## config.mk

```make
export PLATFORM = sky130hd
export DESIGN_NAME = range_scan_ctrl
export DESIGN_NICKNAME = d
export VERILOG_FILES = /design/src/rtl/range_pkg.sv /design/src/rtl/range_decode.sv /design/src/rtl/range_scan_ctrl.sv
export SDC_FILE = /design/constraint.sdc
export NUM_CORES = 1
export LEC_CHECK = 0
export CAP_MARGIN = 0
export CORE_MARGIN = 1
export CORE_UTILIZATION = 51
export DETAILED_ROUTE_END_ITERATION = 7
export PLACE_DENSITY = 0.87
export SYNTH_ARGS = -nofsm -noshare
export SYNTH_HDL_FRONTEND = slang
export SYNTH_SLANG_ARGS = --single-unit
```

## constraint.sdc

```tcl
create_clock -name clk -period 4.05 [get_ports clk]
set_clock_uncertainty 0.15 [all_clocks]
set_input_delay 0.81 -clock clk [delete_from_list [all_inputs] [get_ports clk]]
set_output_delay 0.81 -clock clk [all_outputs]
set_load 0.005 [all_outputs]
```

## src/rtl/range_pkg.sv

```systemverilog
// Shared class encoding, range boundaries and scan FSM states for the range scanner.
package range_pkg;

  typedef enum logic [1:0] {
    CLS_LOW   = 2'd0,
    CLS_MID   = 2'd1,
    CLS_HIGH  = 2'd2,
    CLS_INVAL = 2'd3
  } cls_t;

  localparam logic [3:0] LOW_MAX  = 4'd3;
  localparam logic [3:0] MID_MAX  = 4'd6;
  localparam logic [3:0] HIGH_MAX = 4'd9;

  typedef enum logic [1:0] {
    ST_IDLE = 2'd0,
    ST_SCAN = 2'd1,
    ST_HOLD = 2'd2,
    ST_DONE = 2'd3
  } state_t;

endpackage

```

## src/rtl/range_decode.sv

```systemverilog
// Combinational 4-bit code to range class; zero latency, no flow control.
module range_decode
  import range_pkg::*;
(
  input  logic [3:0] code,
  output cls_t       cls
);

  always_comb begin
    cls = CLS_INVAL;
    if (code <= LOW_MAX)       cls = CLS_LOW;
    else if (code <= MID_MAX)  cls = CLS_MID;
    else if (code <= HIGH_MAX) cls = CLS_HIGH;
  end

endmodule

```

## src/rtl/range_scan_ctrl.sv

```systemverilog
// Scans a snapshot of NUM_CH codes through one shared decoder, one result per 1+HOLD_CYCLES cycles.
// Results are registered (visible the cycle after SCAN); start is only taken in IDLE, abort wins over everything but rst.
module range_scan_ctrl
  import range_pkg::*;
#(
  parameter int NUM_CH      = 4,
  parameter int HOLD_CYCLES = 8,
  parameter int CNT_W       = 8
) (
  input  logic                                          clk,
  input  logic                                          rst,
  input  logic                                          start,
  input  logic                                          abort,
  input  logic                                          clr_cnt,
  input  logic [4*NUM_CH-1:0]                           ch_codes,
  output logic                                          busy,
  output logic                                          done,
  output logic                                          cls_valid,
  output logic [((NUM_CH > 1) ? $clog2(NUM_CH) : 1)-1:0] cls_ch,
  output logic                                          cout1,
  output logic                                          cout2,
  output logic                                          cout3,
  output logic [CNT_W-1:0]                              cnt_low,
  output logic [CNT_W-1:0]                              cnt_mid,
  output logic [CNT_W-1:0]                              cnt_high,
  output logic [CNT_W-1:0]                              cnt_inval
);

  localparam int CH_W = (NUM_CH > 1) ? $clog2(NUM_CH) : 1;
  localparam int HC_W = (HOLD_CYCLES > 1) ? $clog2(HOLD_CYCLES) : 1;

  state_t                   state;
  logic [NUM_CH-1:0][3:0]   snap;
  logic [CH_W-1:0]          idx;
  logic [HC_W-1:0]          hold_cnt;
  logic [CNT_W-1:0]         cnt [4];
  cls_t                     cls;
  logic                     last_ch;
  logic                     hit;

  range_decode u_dec (
    .code (snap[idx]),
    .cls  (cls)
  );

  assign last_ch = (idx == CH_W'(NUM_CH - 1));
  // An abort landing on the SCAN cycle discards that classification entirely.
  assign hit     = (state == ST_SCAN) && !abort;

  always_ff @(posedge clk) begin
    if (rst) begin
      state     <= ST_IDLE;
      snap      <= '0;
      idx       <= '0;
      hold_cnt  <= '0;
      busy      <= 1'b0;
      done      <= 1'b0;
      cls_valid <= 1'b0;
      cls_ch    <= '0;
      cout1     <= 1'b0;
      cout2     <= 1'b0;
      cout3     <= 1'b0;
    end else begin
      cls_valid <= 1'b0;
      done      <= 1'b0;
      if (abort) begin
        if (state != ST_IDLE) begin
          state <= ST_IDLE;
          busy  <= 1'b0;
          cout1 <= 1'b0;
          cout2 <= 1'b0;
          cout3 <= 1'b0;
        end
      end else begin
        case (state)
          ST_IDLE: begin
            if (start) begin
              snap  <= ch_codes;
              idx   <= '0;
              cout1 <= 1'b0;
              cout2 <= 1'b0;
              cout3 <= 1'b0;
              busy  <= 1'b1;
              state <= ST_SCAN;
            end
          end
          ST_SCAN: begin
            cout1     <= (cls == CLS_LOW);
            cout2     <= (cls == CLS_MID);
            cout3     <= (cls == CLS_HIGH);
            cls_ch    <= idx;
            cls_valid <= 1'b1;
            hold_cnt  <= HC_W'(HOLD_CYCLES - 1);
            state     <= ST_HOLD;
          end
          ST_HOLD: begin
            if (hold_cnt == '0) begin
              if (last_ch) begin
                done  <= 1'b1;
                state <= ST_DONE;
              end else begin
                idx   <= idx + CH_W'(1);
                state <= ST_SCAN;
              end
            end else begin
              hold_cnt <= hold_cnt - HC_W'(1);
            end
          end
          ST_DONE: begin
            busy  <= 1'b0;
            state <= ST_IDLE;
          end
          default: state <= ST_IDLE;
        endcase
      end
    end
  end

  // Counters accumulate across runs; clear beats a same-cycle increment.
  always_ff @(posedge clk) begin
    if (rst || clr_cnt) begin
      for (int i = 0; i < 4; i++) cnt[i] <= '0;
    end else if (hit && (cnt[cls] != '1)) begin
      cnt[cls] <= cnt[cls] + CNT_W'(1);
    end
  end

  assign cnt_low   = cnt[CLS_LOW];
  assign cnt_mid   = cnt[CLS_MID];
  assign cnt_high  = cnt[CLS_HIGH];
  assign cnt_inval = cnt[CLS_INVAL];

endmodule

```

==> results of run 1 <==
## logic make-up (layout without fill, tap and decap cells)
logic type,after synthesis,after routing,share of synthesized area [%]
multiplexers,9,9,4.61
XOR/XNOR,6,6,1.71
adder cells (fa/ha/maj),4,4,1.63
flip-flops,63,63,51.5
AO/OA/AOI/OAI,75,75,17.5
AND/OR/NAND/NOR,137,137,19.3
buffers and inverters,25,95,3.75
## critical path: stages, from the launching register on
cell and delay, ns:
dfxtp_1 0.62, mux4_2 0.65, o21ai_2 0.33, nor2_1 0.10, a211oi_2 0.36, ha_1 0.25, inv_1 0.08, a2111oi_4 0.31
nand2b_2 0.19, o21ai_2 0.18, nand2_1 0.25
## placed cells by master, fill, tap and decap left out, drive strengths merged, types with 2 or more instances in the layout
| master | n |
|---|---|
| nand3 | 4 |
| xor2 | 3 |
| nand2b | 3 |
| dfxtp | 31 |
| nor3 | 8 |
| nor4 | 2 |
| edfxtp | 32 |
| mux2i | 4 |
| clkbuf | 15 |
| nand2 | 53 |
| a211oi | 5 |
| clkdlybuf4s50 | 60 |
| o22ai | 7 |
| nor2 | 54 |
| nor2b | 4 |
| or3 | 4 |
| xnor2 | 3 |
| a2111oi | 2 |
| a21oi | 36 |
| nand4 | 2 |
| o21ai | 12 |
| inv | 8 |
| buf | 11 |
| mux4 | 4 |
| ha | 4 |
## worst paths after layout
kind | slack [ns] | to | from | cells after the start
worst max-delay path | 0.24 | cnt[1][5]$_SDFFCE_PN0P_ | idx[0]$_SDFFE_PP0P_ | 10
worst min-delay path | 0.31 | snap[8]$_SDFFE_PP0P_ | snap[8]$_SDFFE_PP0P_ | 2
worst max register to register | 0.24 | cnt[1][5]$_SDFFCE_PN0P_ | idx[0]$_SDFFE_PP0P_ | 10
worst min register to register | 0.31 | snap[8]$_SDFFE_PP0P_ | snap[8]$_SDFFE_PP0P_ | 2
## power by group through the flow
stage	sequential, uW	clock, uW	combinational, uW
2_1_floorplan	722	0	110
3_3_place_gp	726	0	188
3_5_place_dp	727	0	194
4_1_cts	714	486	195
5_1_grt	716	509	212
6_report	714	483	198
## flip-flops by register name (all words and copies together), names as in the netlist
signal,flops
done,1
cls_ch,2
snap,16
cls_valid,1
cout1,1
cout2,1
cnt,32
cout3,1
state,2
hold_cnt,3
busy,1
idx,2
## per-stage QoR
step	power, uW	std cells
3_3_place_gp	914	445
3_5_place_dp	921	445
2_1_floorplan	832	319
4_1_cts	1400	461
6_report	1400	461
5_1_grt	1440	461
## layer usage
metal	track usage (%)	vias up	wire length (um)
li1	-	1267	-
met1	31.7	1322	3140
met2	41.1	136	3730
met3	7.66	32	613
met4	15.3	0	278
met5	0	-	0
## cell type report
| class | count | area (um^2) | share of cell area, % |
|---|---|---|---|
| timing repair buffer | 71 | 683 | 17.4 |
| inverter | 8 | 30.0 | 0.764 |
| sequential | 63 | 1580 | 40.3 |
| tap | 72 | 90.1 | 2.29 |
| clock inverter | 1 | 5.00 | 0.127 |
| multi-input combinational | 231 | 1370 | 34.9 |
| clock buffer | 15 | 166 | 4.24 |
==> key figures, run 1 <==
Outcome
  • Status: finished, final reports clean

Flow run
  • Max_cap viols: 0

Placed design
  • Area after DPL: between 3000 and 4000 um^2
  • Gpl congestion: between 0.9 and 1
  • HPWL reported at the end of detailed placement: approximately 5700 um
  • IO Port Bufs: 60
  • Pre-CTS WS: 0.270 ns

Timing
  • Worst Tran Pin Value: about 0.52 ns
  • Hold slack: between 0.3 and 0.4 ns
  • Slew HR: roughly two thirds
  • Total Neg Setup Slack: 0 ns
  • Final min period: around 3.8 ns
  • Slew Limit Fails: 0
  • Tcrit/Tclk final: a little over nine tenths
  • Final setup viols: 0
  • Unrepaired setup endpoints after global routing: no
  • Final Hold Viols: 0
  • Final worst slack: ~0.24 ns
  • Fmax: around 260 MHz

Floorplanning
  • Die H: 79.6 um
  • Placeable core area: around 5600 um^2
  • Total die area: 6330 um^2
  • Starting Density: 54.4%
  • Top Ports: between 60 and 70
  • Die Width: ~80 um
  • Row count: 27

Synthesis
  • Synth cell types: 51
  • Mapped cell area: 3070 um^2
  • Warnings from Yosys: 0
  • Top_reg_cell synth: edfxtp_1
  • Area share of the largest cell type after synthesis: 31.3%
  • Post-synthesis cell count: 319
  • Cell with the most instances after synthesis: nor2_1
  • Commonest cells post-synth: 54 x nor2_1, 53 x nand2_1, 34 x a21oi_1
  • Fraction of registers with async set/reset: 0%
  • EDFF count, synth: 32
  • Synth area leader: edfxtp_1
  • Area contributors post-synth: edfxtp_1 31%, dfxtp_1 20%, nor2_1 6.6%
  • Seq/Total Area, Yosys: ~52%
  • Syn nets: 344
  • Mean Syn Cell Area: 9.62 um^2
  • Register bit count reported by yosys: 63

GRT
  • First-pass GRT wire length: around 12000 um
  • Largest net degree at the start of global routing: 32
  • Vias in the first global route: between 2000 and 3000
  • Initial antenna violation count: 0
  • Congestion Overflow GR: 0
  • Gr usage total: about a quarter

Drt
  • Via count: between 2000 and 3000
  • Vias per inst: roughly 6
  • Routed len/inst: between 15 and 20 um
  • Drt first pass iters: 4
  • Final WL: a little under 8000 um
  • Detail Route Antenna Nets: 0
  • DRC Markers: 0
  • DRT iter0 DRCs: approximately 270

Clocking
  • CTS sink cnt: 63
  • CTS Buf Count: 9
  • Root Buffer: clkbuf_8
  • H-tree depth reported by CTS: 3
  • Max clock buf depth: 2
  • CTS tree: built
  • Hold_buf cts: 0
  • Clock transition at path regs: 0.06 ns
  • Worst-Skew Late Latency: approximately 0.34 ns
  • Gates resized, CTS repair: 0
  • Setup bufs post-CTS: 0

Power
  • Switching pwr: 354 uW
  • Power Dens Cells: between 300 and 400 nW/um^2
  • Sequential power share: ~51%
  • VDD IR max: ~240 uV
  • P_int: approximately 1000 uW
  • Clock share of power: between 30% and 40%
  • Leak: 0.00138 uW
  • Part of the power in combinational logic: ~14%
  • Sw Ratio: between 20% and 30%

Finish
  • Antenna diode count: 0
  • Number of fillers in the final layout: around 420
  • Final instance area: slightly below 4000 um^2
  • Share of post-route cells with drive strength above 1: about an eighth
  • Layout net count: 409
  • Synth-to-layout area growth: 28.0%
  • Final Util: between 60% and 70%

Setup path
  • CP Launch Type: register
  • Worst Setup Path Type: reg -> reg
  • Critical Path Fanout Max: 10
  • Worst EP required: slightly below 4 ns
  • Critical path arrival: 3.67 ns
  • Crit end category: register

Min path
  • Worst Hold Class: reg -> reg
Power figures use the tool's default switching activity.
==> run 2: changes to the inputs <==
- CORE_UTILIZATION: 51 -> 55
- PLACE_DENSITY: 0.87 -> 0.92
- clock period: 4.05 -> 4.56 ns (I/O delays scaled with it)
==> run 2 against run 1 <==
Final area shrank 0.89%. Global-route usage grew 0.73 points. Worst hold slack gained 0.0053 ns. First-iteration DRC count grew 1.8%. Utilization grew 4.7 points. Clock-buffer cell count shrank 4.
==> key figures, run 2 (synthesized netlist as in run 1, its figures left out) <==
Outcome
  • Status: finished, final reports clean

Setup path
  • Peak per-stage delay on the critical path: just over 0.6 ns
  • Worst Setup Path Type: reg -> reg
  • R2R cell count: 11
  • Worst EP required: 4.41 ns
  • R2r setup slk: roughly 0.38 ns
  • Most frequent cell on the critical path: o21ai_2
  • RR Startpoint: idx[0]$_SDFFE_PP0P_
  • Crit end category: register
  • Critical Path Slowest Stage Cell: dfxtp_1
  • RR Endpoint: cnt[0][3]$_SDFFCE_PN0P_
  • Worst path cell trace: mux4_2 -> buf_4 -> o21ai_2 -> nor2_1 -> a211oi_4 -> ha_1 -> inv_1 -> a2111oi_4 -> nand2b_2 -> o21ai_2 -> nand2_1
  • Critical Path Fanout Max: 18
  • CP Launch Type: register
  • Critical path arrival: 4.03 ns

Min path
  • WHS Path Cells: 2
  • Beginning of the worst hold path: snap[8]$_SDFFE_PP0P_
  • Hold endpoint: snap[8]$_SDFFE_PP0P_
  • Worst Hold Class: reg -> reg

Timing
  • Slew Limit Fails: 0
  • Total Neg Setup Slack: 0 ns
  • Worst Tran Pin Value: 0.547 ns
  • Slew HR: ~63%
  • Hold slack: around 0.31 ns
  • Tcrit/Tclk final: approximately 92%
  • Final worst slack: about 0.38 ns
  • Fmax: about 240 MHz
  • Unrepaired setup endpoints after global routing: no
  • Final setup viols: 0
  • Final min period: between 4 and 5 ns
  • Final Hold Viols: 0

Clocking
  • Root Buffer: clkbuf_8
  • H-tree depth reported by CTS: 3
  • Gates resized, CTS repair: 0
  • Max clock buf depth: 2
  • Setup bufs post-CTS: 0
  • CTS tree: built
  • Worst-Skew Late Latency: 0.34 ns
  • CTS Buf Count: 9
  • Clock transition at path regs: about 0.07 ns
  • CTS sink cnt: 63
  • Hold_buf cts: 0

GRT
  • Congestion Overflow GR: 0
  • Vias in the first global route: 2405
  • First-pass GRT wire length: between 10000 and 15000 um
  • Gr usage total: 26.9%
  • Largest net degree at the start of global routing: 33
  • Initial antenna violation count: 0

Drt
  • Final WL: around 7400 um
  • DRT iter0 DRCs: between 200 and 300
  • Vias per inst: between 5 and 6
  • Detail Route Antenna Nets: 0
  • Via count: 2622
  • DRC Markers: 0
  • Routed len/inst: between 15 and 20 um
  • Drt first pass iters: 5

Power
  • Power Dens Cells: between 300 and 400 nW/um^2
  • Leak: approximately 0.0014 uW
  • VDD IR max: about 190 uV

Placed design
  • Gpl congestion: 0.919
  • HPWL reported at the end of detailed placement: about 5500 um
  • IO Port Bufs: 60
  • Pre-CTS WS: 0.388 ns

Floorplanning
  • Die Width: between 70 and 80 um
  • Top Ports: roughly 60
  • Die H: about 77 um
  • Total die area: about 5900 um^2
  • Starting Density: between 50% and 60%
  • Row count: 26
  • Placeable core area: 5240 um^2

Finish
  • Synth-to-layout area growth: 26.9%
  • Commonest non-fill, non-tap cell in the layout: clkdlybuf4s50_1
  • Most frequent cells in the layout: 60 x clkdlybuf4s50_1, 54 x nor2_1, 53 x nand2_1, 34 x a21oi_1, 32 x edfxtp_1
  • Layout net count: roughly 400
  • Share of post-route cells with drive strength above 1: 11.5%
  • Max FFs per register: 32
  • Biggest regs: cnt (32), snap (16), hold_cnt (3)
  • Most flops, register: cnt
  • Antenna diode count: 0

Flow run
  • Max_cap viols: 0
## run 2: layer usage
metal | GRT usage, % | part of all wire, %
met5 | 0 | 0
met4 | 10.2 | 1.6
met3 | 4.52 | 5.9
met2 | 41.6 | 47
met1 | 37.8 | 45
## run 2: stage by stage
step,utilization (%),instances,instance area [um^2],power [uW]
final,74.3,452,3890,1260
after global routing,74.3,452,3890,1300
after CTS,74.3,452,3890,1260
after detailed placement,70.7,436,3700,814
after global placement,70.7,436,3700,810
after floorplan,-,319,3070,739
## run 2: worst max-delay path: cells and delay by family, from the launching register on
kind	cells	cell delay (ns)
AO/OA/AOI/OAI	4	1.31
adder cells (fa/ha/maj)	1	0.26
buffers and inverters	2	0.29
flip-flops	1	0.62
multiplexers	1	0.58
AND/OR/NAND/NOR	3	0.61
## run 2: worst max path at each step
stage                        start                       to  slack [ns]  cells past startpoint
2_1_floorplan  idx[0]$_SDFFE_PP0P_      cnt[3][0]$_DFFE_PP_        0.84                     13
4_1_cts        idx[0]$_SDFFE_PP0P_  cnt[2][4]$_SDFFCE_PN0P_        0.39                     11
3_3_place_gp   idx[0]$_SDFFE_PP0P_  cnt[2][0]$_SDFFCE_PN0P_        0.55                     11
6_report       idx[0]$_SDFFE_PP0P_  cnt[0][3]$_SDFFCE_PN0P_        0.38                     11
5_1_grt        idx[0]$_SDFFE_PP0P_  cnt[2][0]$_SDFFCE_PN0P_        0.08                     11
3_5_place_dp   idx[0]$_SDFFE_PP0P_  cnt[2][3]$_SDFFCE_PN0P_        0.39                     11
## run 2: report_power, final
part           total [uW]  switching (uW)  internal (uW)
clock                 454             212            242
sequential            634            17.6            617
combinational         172            93.8           77.8
total                1260             323            937
## run 2: final cells by class
class,count,area [um^2]
multi-input combinational,231,1370
clock inverter,5,28.8
clock buffer,11,163
inverter,8,30.0
fill,373,1340
sequential,63,1580
tap,70,87.6
timing repair buffer,64,631
==> run 3: changes to the inputs <==
- CORE_ASPECT_RATIO: default -> 0.5
==> run 3 against run 2 <==
Combinational power about the same. Utilization up 1.7 points. Clock-buffer cell count unchanged. Non-clock buffer count up 3. Worst setup slack worse by 0.084 ns. Largest cell class unchanged. Wire length up 5.0%. Critical path type unchanged. Clock power about the same. Worst hold slack about the same. Sequential share of layout area down 0.12 points.
==> key figures, run 3 (synthesized netlist as in run 1, its figures left out) <==
Outcome
  • Status: finished, final reports clean

Clocking
  • H-tree depth reported by CTS: 3
  • Setup bufs post-CTS: 0
  • Gates resized, CTS repair: 0
  • Hold_buf cts: 0
  • Max clock buf depth: 2
  • Root Buffer: clkbuf_8
  • CTS Buf Count: 9
  • Clock transition at path regs: approximately 0.070 ns
  • Worst-Skew Late Latency: roughly 0.34 ns
  • CTS sink cnt: 63
  • CTS tree: built

Setup path
  • Critical Path Fanout Max: 19
  • Worst Setup Path Type: reg -> reg
  • Worst EP required: approximately 4.4 ns
  • CP Launch Type: register
  • Critical path arrival: 4.12 ns
  • Crit end category: register

GRT
  • Gr usage total: between 20 and 30%
  • Congestion Overflow GR: 0
  • Largest net degree at the start of global routing: 33
  • First-pass GRT wire length: between 10000 and 15000 um
  • Vias in the first global route: roughly 2500
  • Initial antenna violation count: 0

Timing
  • Final setup viols: 0
  • Unrepaired setup endpoints after global routing: no
  • Hold slack: between 0.3 and 0.4 ns
  • Slew HR: about two thirds
  • Slew Limit Fails: 0
  • Total Neg Setup Slack: 0 ns
  • Final Hold Viols: 0
  • Fmax: between 200 and 250 MHz
  • Final min period: roughly 4.3 ns
  • Tcrit/Tclk final: 93.5%
  • Worst Tran Pin Value: around 0.52 ns

Finish
  • Final instance area: approximately 3900 um^2
  • FF/Latch Area: 1580 um^2
  • Final Util: about three quarters
  • Commonest non-fill, non-tap cell in the layout: clkdlybuf4s50_1
  • Max FFs per register: 32
  • Most flops, register: cnt
  • Antenna diode count: 0
  • Multi-input gate area in the final layout: 1370 um^2
  • Biggest regs: cnt (32), snap (16), hold_cnt (3)
  • Synth-to-layout area growth: 27.2%
  • Number of fillers in the final layout: ~370
  • Most frequent cells in the layout: 60 x clkdlybuf4s50_1, 54 x nor2_1, 53 x nand2_1, 34 x a21oi_1, 32 x edfxtp_1
  • Layout net count: 405
  • Share of post-route cells with drive strength above 1: 11.4%

Drt
  • DRT iter0 DRCs: approximately 210
  • Vias per inst: between 5 and 6
  • Routed len/inst: approximately 17 um
  • Final WL: 7810 um
  • DRC Markers: 0
  • Via count: 2688
  • Drt first pass iters: 5
  • Detail Route Antenna Nets: 0

Floorplanning
  • Row count: 18
  • Total die area: 5900 um^2
  • Die H: roughly 55 um
  • Die Width: 108 um
  • Top Ports: 61
  • Starting Density: between 50% and 60%
  • Placeable core area: just over 5000 um^2

Power
  • Power Total: 1260 uW
  • VDD IR max: 203 uV
  • Leak: about 0.0014 uW
  • Power Dens Cells: about 320 nW/um^2

Placed design
  • HPWL reported at the end of detailed placement: approximately 5600 um
  • IO Port Bufs: 60
  • Area after DPL: 3720 um^2
  • Gpl congestion: roughly 0.91

Min path
  • Worst Hold Class: reg -> reg

Flow run
  • Max_cap viols: 0
==> run 3: worst max-delay path: stages, from the launching register on <==
cell and delay [ns]:
dfxtp_1 0.62, mux4_2 0.79, a21bo_1 0.50, o22ai_1 0.16, a211oi_2 0.40, ha_1 0.25
inv_1 0.07, a2111oi_4 0.32, nand2b_2 0.19, o21ai_2 0.19, nand2_1 0.27
==> run 3: final timing paths <==
check / start / endpoint / slack (ns) / cells past startpoint
setup reg to reg: idx[0]$_SDFFE_PP0P_ / cnt[2][3]$_SDFFCE_PN0P_ / 0.30 / 10
hold / removal: snap[8]$_SDFFE_PP0P_ / snap[8]$_SDFFE_PP0P_ / 0.31 / 2
hold reg to reg: snap[8]$_SDFFE_PP0P_ / snap[8]$_SDFFE_PP0P_ / 0.31 / 2
setup / recovery: idx[0]$_SDFFE_PP0P_ / cnt[2][3]$_SDFFCE_PN0P_ / 0.30 / 10
==> run 3: per-layer routing <==
layer  vias to the layer above  routed length, um  track usage [%]
met5                         -                  0                0
met2                       138               3770             48.1
li1                       1247                  -                -
met1                      1280               3230             35.0
met4                         0                140             11.2
met3                        23                670             6.67
==> run 3: report_power, final <==
group,switching (uW),total (uW),internal (uW)
sequential,16.3,633,617
combinational,94.8,174,79.0
clock,209,457,248
total,320,1260,944
==> run 3: layout make-up <==
| class | instances | area share [%] |
|---|---|---|
| Multi-Input combinational cell | 231 | 35.1 |
| Sequential cell | 63 | 40.5 |
| Clock inverter | 5 | 1.25 |
| Clock buffer | 11 | 3.36 |
| Inverter | 8 | 0.769 |
| Timing Repair Buffer | 67 | 16.7 |
| Tap cell | 70 | 2.24 |
==> run 3: through the flow <==
step,setup slack [ns],cells
global route,0.0364,455
CTS,0.338,455
floorplan,0.838,319
finish,0.296,455
global placement,0.614,439
detailed placement,0.379,439
